$ cat config.mk
export PLATFORM = sky130hd
export DESIGN_NAME = scr1_pipe_mprf_mp_flat
export DESIGN_NICKNAME = d
export VERILOG_FILES = /design/src/rtl/scr1_mprf_pkg.sv /design/src/rtl/scr1_pipe_mprf_mp_if.sv /design/src/rtl/scr1_mprf_sb.sv /design/src/rtl/scr1_pipe_mprf_mp.sv /design/src/flat_wrapper.sv
export SDC_FILE = /design/constraint.sdc
export NUM_CORES = 2
export LEC_CHECK = 0
export ABC_AREA = 0
export CELL_PAD_IN_SITES_DETAIL_PLACEMENT = 0
export CELL_PAD_IN_SITES_GLOBAL_PLACEMENT = 2
export CORE_ASPECT_RATIO = 0.6
export CORE_MARGIN = 5
export CORE_UTILIZATION = 42
export CTS_CLUSTER_DIAMETER = 200
export DETAILED_ROUTE_END_ITERATION = 8
export PLACE_DENSITY_LB_ADDON = 0.1
export SLEW_MARGIN = 25
export SYNTH_ARGS = -nofsm -noshare
export SYNTH_HDL_FRONTEND = slang
export SYNTH_SLANG_ARGS = --single-unit
export TNS_END_PERCENT = 50
$ cat constraint.sdc
create_clock -name clk -period 7.77 [get_ports clk]
set_clock_uncertainty 0.1 [all_clocks]
set_input_delay 1.9425 -clock clk [delete_from_list [all_inputs] [get_ports clk]]
set_output_delay 1.9425 -clock clk [all_outputs]
set_load 0.005 [all_outputs]
$ cat src/rtl/scr1_mprf_pkg.sv
// Shared constants and types for the multi-port register file and its scoreboard.
package scr1_mprf_pkg;
   localparam int MPRF_XLEN   = 32;
   localparam int MPRF_AW     = 5;
   localparam int NREGS_RV32I = 32;
   localparam int NREGS_RV32E = 16;

   typedef logic [MPRF_AW-1:0]   mprf_addr_t;
   typedef logic [MPRF_XLEN-1:0] mprf_data_t;

   // x0 and anything beyond the implemented file is a hole: reads 0, never written or busy.
   function automatic logic addr_ok(input mprf_addr_t a, input int nregs);
      return (a != '0) && (int'(a) < nregs);
   endfunction
endpackage

$ cat src/rtl/scr1_pipe_mprf_mp_if.sv
// Read/write/alloc bundle of the multi-port register file.
interface scr1_pipe_mprf_mp_if
   import scr1_mprf_pkg::*;
#(
   parameter int XLEN = MPRF_XLEN,
   parameter int NRD  = 2,
   parameter int AW   = MPRF_AW
);
   logic [NRD*AW-1:0]   rd_addr_i;
   logic [NRD*XLEN-1:0] rd_data_o;
   logic [NRD-1:0]      rd_busy_o;
   logic                alloc_req_i;
   logic [AW-1:0]       alloc_addr_i;
   logic                w0_req_i;
   logic [AW-1:0]       w0_addr_i;
   logic [XLEN-1:0]     w0_data_i;
   logic                w1_req_i;
   logic [AW-1:0]       w1_addr_i;
   logic [XLEN-1:0]     w1_data_i;
   logic [AW:0]         pend_cnt_o;
   logic                err_o;

   modport master (
      output rd_addr_i, alloc_req_i, alloc_addr_i,
             w0_req_i, w0_addr_i, w0_data_i, w1_req_i, w1_addr_i, w1_data_i,
      input  rd_data_o, rd_busy_o, pend_cnt_o, err_o
   );
   modport slave (
      input  rd_addr_i, alloc_req_i, alloc_addr_i,
             w0_req_i, w0_addr_i, w0_data_i, w1_req_i, w1_addr_i, w1_data_i,
      output rd_data_o, rd_busy_o, pend_cnt_o, err_o
   );
endinterface

$ cat src/rtl/scr1_mprf_sb.sv
// Pending-write scoreboard: busy bits, registered busy count and sticky protocol error.
module scr1_mprf_sb
   import scr1_mprf_pkg::*;
#(
   parameter int NREGS = NREGS_RV32I,
   parameter int AW    = MPRF_AW
)(
   input  logic             clk,
   input  logic             rst_n,
   input  logic             alloc_req,
   input  logic [AW-1:0]    alloc_addr,
   input  logic             w0_req,
   input  logic [AW-1:0]    w0_addr,
   input  logic             w1_req,
   input  logic [AW-1:0]    w1_addr,
   output logic [NREGS-1:0] busy,
   output logic [AW:0]      pend_cnt,
   output logic             err
);
   localparam int CW = AW + 1;

   logic [NREGS-1:0] busy_nxt;
   logic [AW:0]      cnt_nxt;
   logic             err_evt;

   // Only implemented registers are scanned, so holes are ignored without error.
   // A w1 clearing the same register in the same cycle legitimises a new alloc or an EXU write.
   always_comb begin
      busy_nxt = '0;
      cnt_nxt  = '0;
      err_evt  = 1'b0;
      for (int r = 1; r < NREGS; r++) begin
         logic al, c1, z0;
         al = alloc_req && (alloc_addr == AW'(r));
         c1 = w1_req    && (w1_addr    == AW'(r));
         z0 = w0_req    && (w0_addr    == AW'(r));
         busy_nxt[r] = al | (busy[r] & ~c1);
         if (c1 && !busy[r])         err_evt = 1'b1;
         if (al && busy[r] && !c1)   err_evt = 1'b1;
         if (z0 && busy[r] && !c1)   err_evt = 1'b1;
         cnt_nxt = cnt_nxt + CW'(busy_nxt[r]);
      end
   end

   always_ff @(posedge clk or negedge rst_n) begin
      if (!rst_n) begin
         busy     <= '0;
         pend_cnt <= '0;
         err      <= 1'b0;
      end else begin
         busy     <= busy_nxt;
         pend_cnt <= cnt_nxt;
         err      <= err | err_evt;
      end
   end
endmodule

$ cat src/rtl/scr1_pipe_mprf_mp.sv
// Multi-port register file with late-write port and pending-write scoreboard.
// Same-cycle write-to-read forwarding is enabled by defining SCR1_MPRF_BYPASS_EN.
module scr1_pipe_mprf_mp
   import scr1_mprf_pkg::*;
#(
   parameter int XLEN  = MPRF_XLEN,
   parameter int NREGS = NREGS_RV32I,
   parameter int NRD   = 2,
   parameter int AW    = MPRF_AW
)(
   input  logic              clk,
   input  logic              rst_n,
   scr1_pipe_mprf_mp_if.slave mprf
);
   logic [XLEN-1:0]  regs [1:NREGS-1];
   logic [NREGS-1:0] busy;

   scr1_mprf_sb #(.NREGS(NREGS), .AW(AW)) u_sb (
      .clk        (clk),
      .rst_n      (rst_n),
      .alloc_req  (mprf.alloc_req_i),
      .alloc_addr (mprf.alloc_addr_i),
      .w0_req     (mprf.w0_req_i),
      .w0_addr    (mprf.w0_addr_i),
      .w1_req     (mprf.w1_req_i),
      .w1_addr    (mprf.w1_addr_i),
      .busy       (busy),
      .pend_cnt   (mprf.pend_cnt_o),
      .err        (mprf.err_o)
   );

   // w0 wins a same-register collision: it belongs to the younger instruction.
   always_ff @(posedge clk or negedge rst_n) begin
      if (!rst_n) begin
         for (int r = 1; r < NREGS; r++) regs[r] <= '0;
      end else begin
         for (int r = 1; r < NREGS; r++) begin
            if (mprf.w0_req_i && (mprf.w0_addr_i == AW'(r)))
               regs[r] <= mprf.w0_data_i;
            else if (mprf.w1_req_i && (mprf.w1_addr_i == AW'(r)))
               regs[r] <= mprf.w1_data_i;
         end
      end
   end

   for (genvar k = 0; k < NRD; k++) begin : g_rd
      logic [AW-1:0]   ra;
      logic [XLEN-1:0] rdata;
      logic            rbusy;

      assign ra = mprf.rd_addr_i[k*AW +: AW];

      always_comb begin
         rdata = '0;
         rbusy = 1'b0;
         for (int r = 1; r < NREGS; r++) begin
            if (ra == AW'(r)) begin
               rdata = regs[r];
               rbusy = busy[r];
            end
         end
`ifdef SCR1_MPRF_BYPASS_EN
         // Forwarding only for implemented registers; a same-cycle alloc keeps the new owner busy.
         if (addr_ok(ra, NREGS)) begin
            if (mprf.w1_req_i && (mprf.w1_addr_i == ra)) begin
               rdata = mprf.w1_data_i;
               if (!(mprf.alloc_req_i && (mprf.alloc_addr_i == ra))) rbusy = 1'b0;
            end
            if (mprf.w0_req_i && (mprf.w0_addr_i == ra)) rdata = mprf.w0_data_i;
         end
`endif
      end

      assign mprf.rd_data_o[k*XLEN +: XLEN] = rdata;
      assign mprf.rd_busy_o[k]              = rbusy;
   end
endmodule

$ cat src/flat_wrapper.sv
// flat-port wrapper written by rule: the top's interface ports become plain ports
module scr1_pipe_mprf_mp_flat import scr1_mprf_pkg::*;
#(
   parameter int XLEN  = MPRF_XLEN,
   parameter int NREGS = NREGS_RV32I,
   parameter int NRD   = 2,
   parameter int AW    = MPRF_AW
)
  (clk, rst_n, mprf_rd_addr_i, mprf_alloc_req_i, mprf_alloc_addr_i, mprf_w0_req_i, mprf_w0_addr_i, mprf_w0_data_i, mprf_w1_req_i, mprf_w1_addr_i, mprf_w1_data_i, mprf_rd_data_o, mprf_rd_busy_o, mprf_pend_cnt_o, mprf_err_o);
  scr1_pipe_mprf_mp_if #(.XLEN(XLEN), .NRD(NRD), .AW(AW)) mprf_i ();
  input  logic clk;
  input  logic rst_n;
  input wire logic [$bits(mprf_i.rd_addr_i)-1:0] mprf_rd_addr_i;
  input wire logic [$bits(mprf_i.alloc_req_i)-1:0] mprf_alloc_req_i;
  input wire logic [$bits(mprf_i.alloc_addr_i)-1:0] mprf_alloc_addr_i;
  input wire logic [$bits(mprf_i.w0_req_i)-1:0] mprf_w0_req_i;
  input wire logic [$bits(mprf_i.w0_addr_i)-1:0] mprf_w0_addr_i;
  input wire logic [$bits(mprf_i.w0_data_i)-1:0] mprf_w0_data_i;
  input wire logic [$bits(mprf_i.w1_req_i)-1:0] mprf_w1_req_i;
  input wire logic [$bits(mprf_i.w1_addr_i)-1:0] mprf_w1_addr_i;
  input wire logic [$bits(mprf_i.w1_data_i)-1:0] mprf_w1_data_i;
  output wire logic [$bits(mprf_i.rd_data_o)-1:0] mprf_rd_data_o;
  output wire logic [$bits(mprf_i.rd_busy_o)-1:0] mprf_rd_busy_o;
  output wire logic [$bits(mprf_i.pend_cnt_o)-1:0] mprf_pend_cnt_o;
  output wire logic [$bits(mprf_i.err_o)-1:0] mprf_err_o;
  assign mprf_i.rd_addr_i = mprf_rd_addr_i;
  assign mprf_i.alloc_req_i = mprf_alloc_req_i;
  assign mprf_i.alloc_addr_i = mprf_alloc_addr_i;
  assign mprf_i.w0_req_i = mprf_w0_req_i;
  assign mprf_i.w0_addr_i = mprf_w0_addr_i;
  assign mprf_i.w0_data_i = mprf_w0_data_i;
  assign mprf_i.w1_req_i = mprf_w1_req_i;
  assign mprf_i.w1_addr_i = mprf_w1_addr_i;
  assign mprf_i.w1_data_i = mprf_w1_data_i;
  assign mprf_rd_data_o = mprf_i.rd_data_o;
  assign mprf_rd_busy_o = mprf_i.rd_busy_o;
  assign mprf_pend_cnt_o = mprf_i.pend_cnt_o;
  assign mprf_err_o = mprf_i.err_o;
  scr1_pipe_mprf_mp #(.XLEN(XLEN), .NREGS(NREGS), .NRD(NRD), .AW(AW)) u_core (.clk(clk), .rst_n(rst_n), .mprf(mprf_i));
endmodule
**Word level (Yosys, flattened, before mapping)**

Index checks and enable logic that the tools add are counted.

- Output and inout port bits: 73
- Register bits after elaboration: 1030
- Word-level logic and storage cells: 933
- Input bits: 94

- Equality and inequality tests: 155
- Mux-type cells: 279
- Bitwise logic cells: 94
- $add $sub $neg: 30
- Reduce and logical (&&, ||, !) cells: 341

Operators with widths:

| cell | number |
|---|---|
| $mux W32 | 124 |
| $eq A5 B5 Y1 const B | 80 |
| $logic_and A1 B1 Y1 | 248 |
| $eq A5 B4 Y1 const B | 40 |
| $mux W1 | 155 |
| $add A6 B1 Y6 | 25 |
| $eq A5 B3 Y1 const B | 20 |
| $logic_not A1 Y1 | 62 |
| $reduce_bool A2 Y1 | 31 |
| $eq A5 B2 Y1 const B | 10 |
| $or A1 B1 Y1 | 32 |
| $and A1 B1 Y1 | 31 |
| $not A1 Y1 | 31 |
| $eq A5 B1 Y1 const B | 5 |
| $add A5 B1 Y6 | 1 |
| $add A4 B1 Y5 | 1 |
| $add A3 B1 Y4 | 1 |
| $add A2 B1 Y3 | 1 |
| $add A1 B1 Y2 | 1 |

**Logic depth before layout (Yosys ltp)**

- Depth in word-level cells: 97
- Depth in mapped cells: 21
- Mapped depth without buffers: 19

**Modules after synthesis**

A second synthesis with hierarchy kept.

- Cell total of the unflattened synthesis: 7834
- Area total of the unflattened synthesis: 66658.9 um^2

By module, submodules not included:

| module | instances | sequential area each (um^2) | cells an instance | area each (um^2) |
|---|---|---|---|---|
| scr1_pipe_mprf_mp | 1 | 24823.8 | 7498 | 63529.7 |
| scr1_mprf_sb | 1 | 950.9 | 336 | 3129.3 |

**Least setup slack after synthesis**

No wires, ideal clock.

- Kind: input-to-reg
- Start point: in mprf_w1_req_i
- End point: reg u_core.u_sb.pend_cnt[4]
- Arrival time: 7.553 ns
- Library setup time: 0.080 ns
- Stages on the path: 20
- Required time: 7.590 ns
- Buffers on the path: 3
- Setup slack: 0.037 ns
- Path through: clkbuf_1 > nor4bb_1 > clkbuf_1 > nand2_1 > buf_2 > a21oi_1 > fa_1 > inv_1 > fa_1 > fa_1 > inv_1 > fa_1 > inv_1 > fa_1 > fa_1 > fa_1 > fa_1 > a21o_1 > a21oi_1 > xnor2_1

- Cells in the longest elaborated chain, start to end: 34
- Elaborated cells between the ends (all ways): 154
- Those cells by class: 30 x add/sub; 93 x bitwise; 31 x reduce/logical

RTL lines:

| what | RTL line | source |
|---|---|---|
| from (decl) | flat_wrapper.sv:19 | `input wire logic [$bits(mprf_i.w1_req_i)-1:0] mprf_w1_req_i;` |
| $logic_and A1 B1 Y1 | scr1_mprf_sb.sv:35 | `c1 = w1_req && (w1_addr == AW'(r));` |
| $not A1 Y1 | scr1_mprf_sb.sv:37 | `busy_nxt[r] = al \| (busy[r] & ~c1);` |
| $and A1 B1 Y1 | scr1_mprf_sb.sv:37 |  |
| $or A1 B1 Y1 | scr1_mprf_sb.sv:37 |  |
| $add A1 B1 Y2 | scr1_mprf_sb.sv:41 | `cnt_nxt = cnt_nxt + CW'(busy_nxt[r]);` |
| $add A2 B1 Y3 | scr1_mprf_sb.sv:41 |  |
| $add A3 B1 Y4 | scr1_mprf_sb.sv:41 |  |
| $add A4 B1 Y5 | scr1_mprf_sb.sv:41 |  |
| $add A5 B1 Y6 | scr1_mprf_sb.sv:41 |  |
| $add A6 B1 Y6 (24 in a row) | scr1_mprf_sb.sv:41 |  |
| $add A6 B1 Y6 * | scr1_mprf_sb.sv:41 |  |
| named net u_core.u_sb.cnt_nxt[4] | scr1_mprf_sb.sv:23 | `logic [AW:0] cnt_nxt;` |
| to (signal assigned) | scr1_mprf_sb.sv:52 | `pend_cnt <= cnt_nxt;` |
| to (decl) | scr1_mprf_sb.sv:17 | `output logic [AW:0] pend_cnt,` |

The timed path passes the listed nets; every way through them passes the cells marked *.
A chain may end at the register's enable or synchronous reset.

**Worst setup path after layout**

- Start point: in mprf_rd_addr_i[8]
- End point: out mprf_rd_data_o[56]

- Cells in the longest elaborated chain, start to end: 32
- Elaborated cells between the ends (all ways): 62
- Those cells by class: 31 x eq/ne; 31 x mux

RTL lines:

| what | RTL line | source |
|---|---|---|
| from (decl) | flat_wrapper.sv:13 | `input wire logic [$bits(mprf_i.rd_addr_i)-1:0] mprf_rd_addr_i;` |
| $eq A5 B1 Y1 | scr1_pipe_mprf_mp.sv:57 | `if (ra == AW'(r)) begin` |
| $mux W32 (30 in a row) | scr1_pipe_mprf_mp.sv:57 |  |
| $mux W32 * | scr1_pipe_mprf_mp.sv:57 |  |
| to (decl) | flat_wrapper.sv:22 | `output wire logic [$bits(mprf_i.rd_data_o)-1:0] mprf_rd_data_o;` |

Every way passes the cells marked *; elsewhere a longest branch is shown, timed or not.

==> impl_metrics.csv <==
group,metric,value,unit
cells_and_area,fin_area,0.0758,mm²
placement,io_buffers,166,
cells_and_area,layout_commonest_cell,"dfrtp_1",
setup_path,critical_path.cell_chain,"clkdlybuf4s50_1, buf_12, buf_4, nand3b_1, buf_4, a221oi_1, buf_4, nor3_1, a22oi_1, nand3_1, clkdlybuf4s50_1",
placement,gp_congestion,1.04,
floorplan,initial_core_util,42.3,%
setup_path,reg2reg_to,"u_core.u_sb.pend_cnt[4]$_DFF_PN0_",
cells_and_area,syn_to_final_growth,16.9,%
global_route,grt_pass1_wl,511000,µm
timing,clock.fmax,127,MHz
clock_network,cts_made_buffers,110,
timing,hold_slack,0.443,ns
detailed_routing,routed_via_density,6.83,
clock_network,cts.clk_slew.worst_paths,0.07,ns
logic_synthesis,ys_async_sr_fraction,100,%
setup_path,cp-endpoint,"mprf_rd_data_o[56]",
logic_synthesis,ys_warn_count,0,
logic_synthesis,synth_nets,7866,
timing,min_period,7.89,ns
detailed_routing,dr.pass1.iters,9,
global_route,grt_max_degree,151,
clock_network,clk_latency,0.80,ns
setup_path,worstSetupEndpointType,"output port",
setup_path,cp_top_family,"buffers and inverters",
setup_path,path_common_cell,"buf_4",
floorplan,ios,167,
cells_and_area,most-common-layout-cells,"dfrtp_1, nand2_1, nor2_1, mux2i_1, a21oi_1",
global_route,grt_usage,44.1,%
placement,dp_hpwl,252000,µm
flow_run,maxCapViolCount,0,
setup_path,critPathMaxStageDelay,0.90,ns
cells_and_area,drive_gt1_share,13.7,%
timing,setup_viol,6,
setup_path,cp_max_fo,20,
floorplan,core,0.153,mm²
setup_path,cp-startpoint,"mprf_rd_addr_i[8]",
run_status,status,"finished with violations",
timing,fin_ws,-0.123,ns
min_path,hp-class,"flip-flop to flip-flop",
clock_network,cts_sinks,1030,
setup_path,crit_type,"input port to output port",
detailed_routing,ant_nets,0,
pwr,p_per_area,271,mW/mm²
clock_network,h-tree-depth,3,
logic_synthesis,syn_avg_cell_area,8.37,µm²
detailed_routing,drtIter0Drc,12400,
floorplan,die_w,517,µm
pwr,power.leakage,0.0346,µW
placement,placed_area,0.0718,mm²
setup_path,critical_path_depth,11,
setup_path,crit_required,5.73,ns
detailed_routing,wl_per_cell,37.1,µm
floorplan,dieArea,0.163,mm²
detailed_routing,drt_wl_total,371000,µm
global_route,overflow,0,
setup_path,ff2ff_setup_slack,1.71,ns
logic_synthesis,synth_edf_count,0,
timing,grt_setup_unrepaired,"false",
logic_synthesis,synth_flop_cell,"dfrtp_1",
detailed_routing,route.detailed.drc,0,
timing,maxSlewHeadroom,23.1,%
global_route,antenna_found_initial,18,
clock_network,clockRootBuffer,"clkbuf_16",
timing,finalCritPeriodShare,102,%
floorplan,dieHeight,314,µm
setup_path,cp-start-kind,"input port",
clock_network,cts_tree,"yes",
logic_synthesis,synth_cell_types,95,
timing,drv_slew,0,
timing,tightest_slew,1.15,ns
logic_synthesis,synth_seq_cells,1030,
logic_synthesis,yosysSeqAreaShare,39.8,%
setup_path,slowest_stage,"a22oi_1",
cells_and_area,layout.nets,8008,
setup_path,regToRegStartpoint,"u_core.u_sb.busy[26]$_DFF_PN0_",
cells_and_area,fillers,14600,
detailed_routing,num_vias,68400,
setup_path,worstPathArrival,5.85,ns
clock_network,clock_path_buffers,3,
floorplan,rows,111,
min_path,hold_depth,2,
setup_path,path_buf_inv,6,
logic_synthesis,synth_area,0.0648,mm²
run_status,violations,"negative setup slack",
global_route,grt_pass1_vias,61400,
timing,finalHoldViolCount,0,
logic_synthesis,syn-instance-count,7742,
pwr,ir_worst_vdd,0.000854,V
setup_path,reg2reg_depth,16,
## cell families (layout without fill, tap and decap cells)
group,count (synthesis),count (layout),synth area share (%)
other cells,0,8,0
mux,915,915,14.3
compound gates,2525,2525,23.8
flops,1030,1030,39.8
buf+inv,905,1141,5.81
fa+ha+maj,30,30,0.846
xor+xnor,3,3,0.0406
simple gates,2334,2334,15.4
## cells in the mapped netlist, types with 46 or more instances
master       n  area share, %
a211oi_1    51           0.59
a21oi_1    721            5.6
a221oi_1    62           0.84
a22oi_1    161            1.9
a31oi_1    261            2.5
buf_2      178            1.4
clkbuf_1   597            3.5
dfrtp_1   1030             40
inv_1       65           0.38
mux2i_1    871             13
nand2_1    952            5.5
nand3_1    102           0.79
nor2_1     892            5.2
nor3_1     101           0.78
nor4_1      56           0.54
o21ai_0    606            4.7
o221ai_1    53           0.72
o22ai_1    290            2.8
or3_1       46           0.44
## report_power, final
| part | internal (µW) | total (µW) | switching [µW] |
|---|---|---|---|
| clock network | 3220 | 5800 | 2580 |
| registers | 6860 | 8430 | 1570 |
| logic | 2850 | 6330 | 3490 |
## worst min path at each step
stage / startpoint / endpoint / slack (ns)
6_report: u_core.regs[85]$_DFFE_PN0P_ / u_core.regs[85]$_DFFE_PN0P_ / 0.44
5_1_grt: u_core.regs[91]$_DFFE_PN0P_ / u_core.regs[91]$_DFFE_PN0P_ / 0.46
3_5_place_dp: u_core.regs[85]$_DFFE_PN0P_ / u_core.regs[85]$_DFFE_PN0P_ / 0.43
3_3_place_gp: u_core.regs[85]$_DFFE_PN0P_ / u_core.regs[85]$_DFFE_PN0P_ / 0.43
2_1_floorplan: u_core.regs[64]$_DFFE_PN0P_ / u_core.regs[64]$_DFFE_PN0P_ / 0.42
4_1_cts: u_core.regs[85]$_DFFE_PN0P_ / u_core.regs[85]$_DFFE_PN0P_ / 0.45
## final cells by class
class                           count  area (µm²)  area share (%)
Multi-Input combinational cell   5807       35700            47.2
Sequential cell                  1030       25800            34.0
Timing Repair Buffer              870        7640            10.1
Clock buffer                      160        3250            4.29
Tap cell                         2034        2540            3.36
Clock inverter                     46         576           0.759
Inverter                           65         244           0.322
Antenna cell                        8        20.0          0.0264
## flip-flops by register name (all words and copies together), names as in the netlist
register	flops
u_core.regs	992
u_core.u_sb.busy	31
u_core.u_sb.err	1
u_core.u_sb.pend_cnt	6
## tightest hold or removal path, delay by kind of cell (launching register included)
kind,cells,cell delay [ns]
compound gates,1,0.07
flops,1,0.37
simple gates,1,0.06
## per-stage QoR
stage	cells	utilization, %	total power (µW)	TNS, ns	worst slack (ns)
6_report	10000	49.5	20600	-0.214	-0.123
5_1_grt	10000	49.5	21400	0	0.000163
3_3_place_gp	9805	46.9	14400	-2.44	-0.528
3_5_place_dp	9806	46.9	14500	-1.53	-0.515
2_1_floorplan	7742	-	11600	0	0.0371
4_1_cts	10000	49.4	20300	0	0.0918
## repair_timing
| item | in CTS | in global routing |
|---|---|---|
| setup endpoints to repair | 2 | 14 |
| buffers inserted | 0 | 0 |
| gates resized for setup | 2 | 19 |
| hold buffers | 0 | 0 |
| endpoints found under the hold margin | 0 | 0 |
## layer usage
metal	share of wire [%]	track usage [%]
met4	3.4	12.8
met3	17	21.0
met2	38	57.2
met1	42	64.0
met5	0.019	0.0596
No activity file was read; power rests on OpenSTA's default activity.
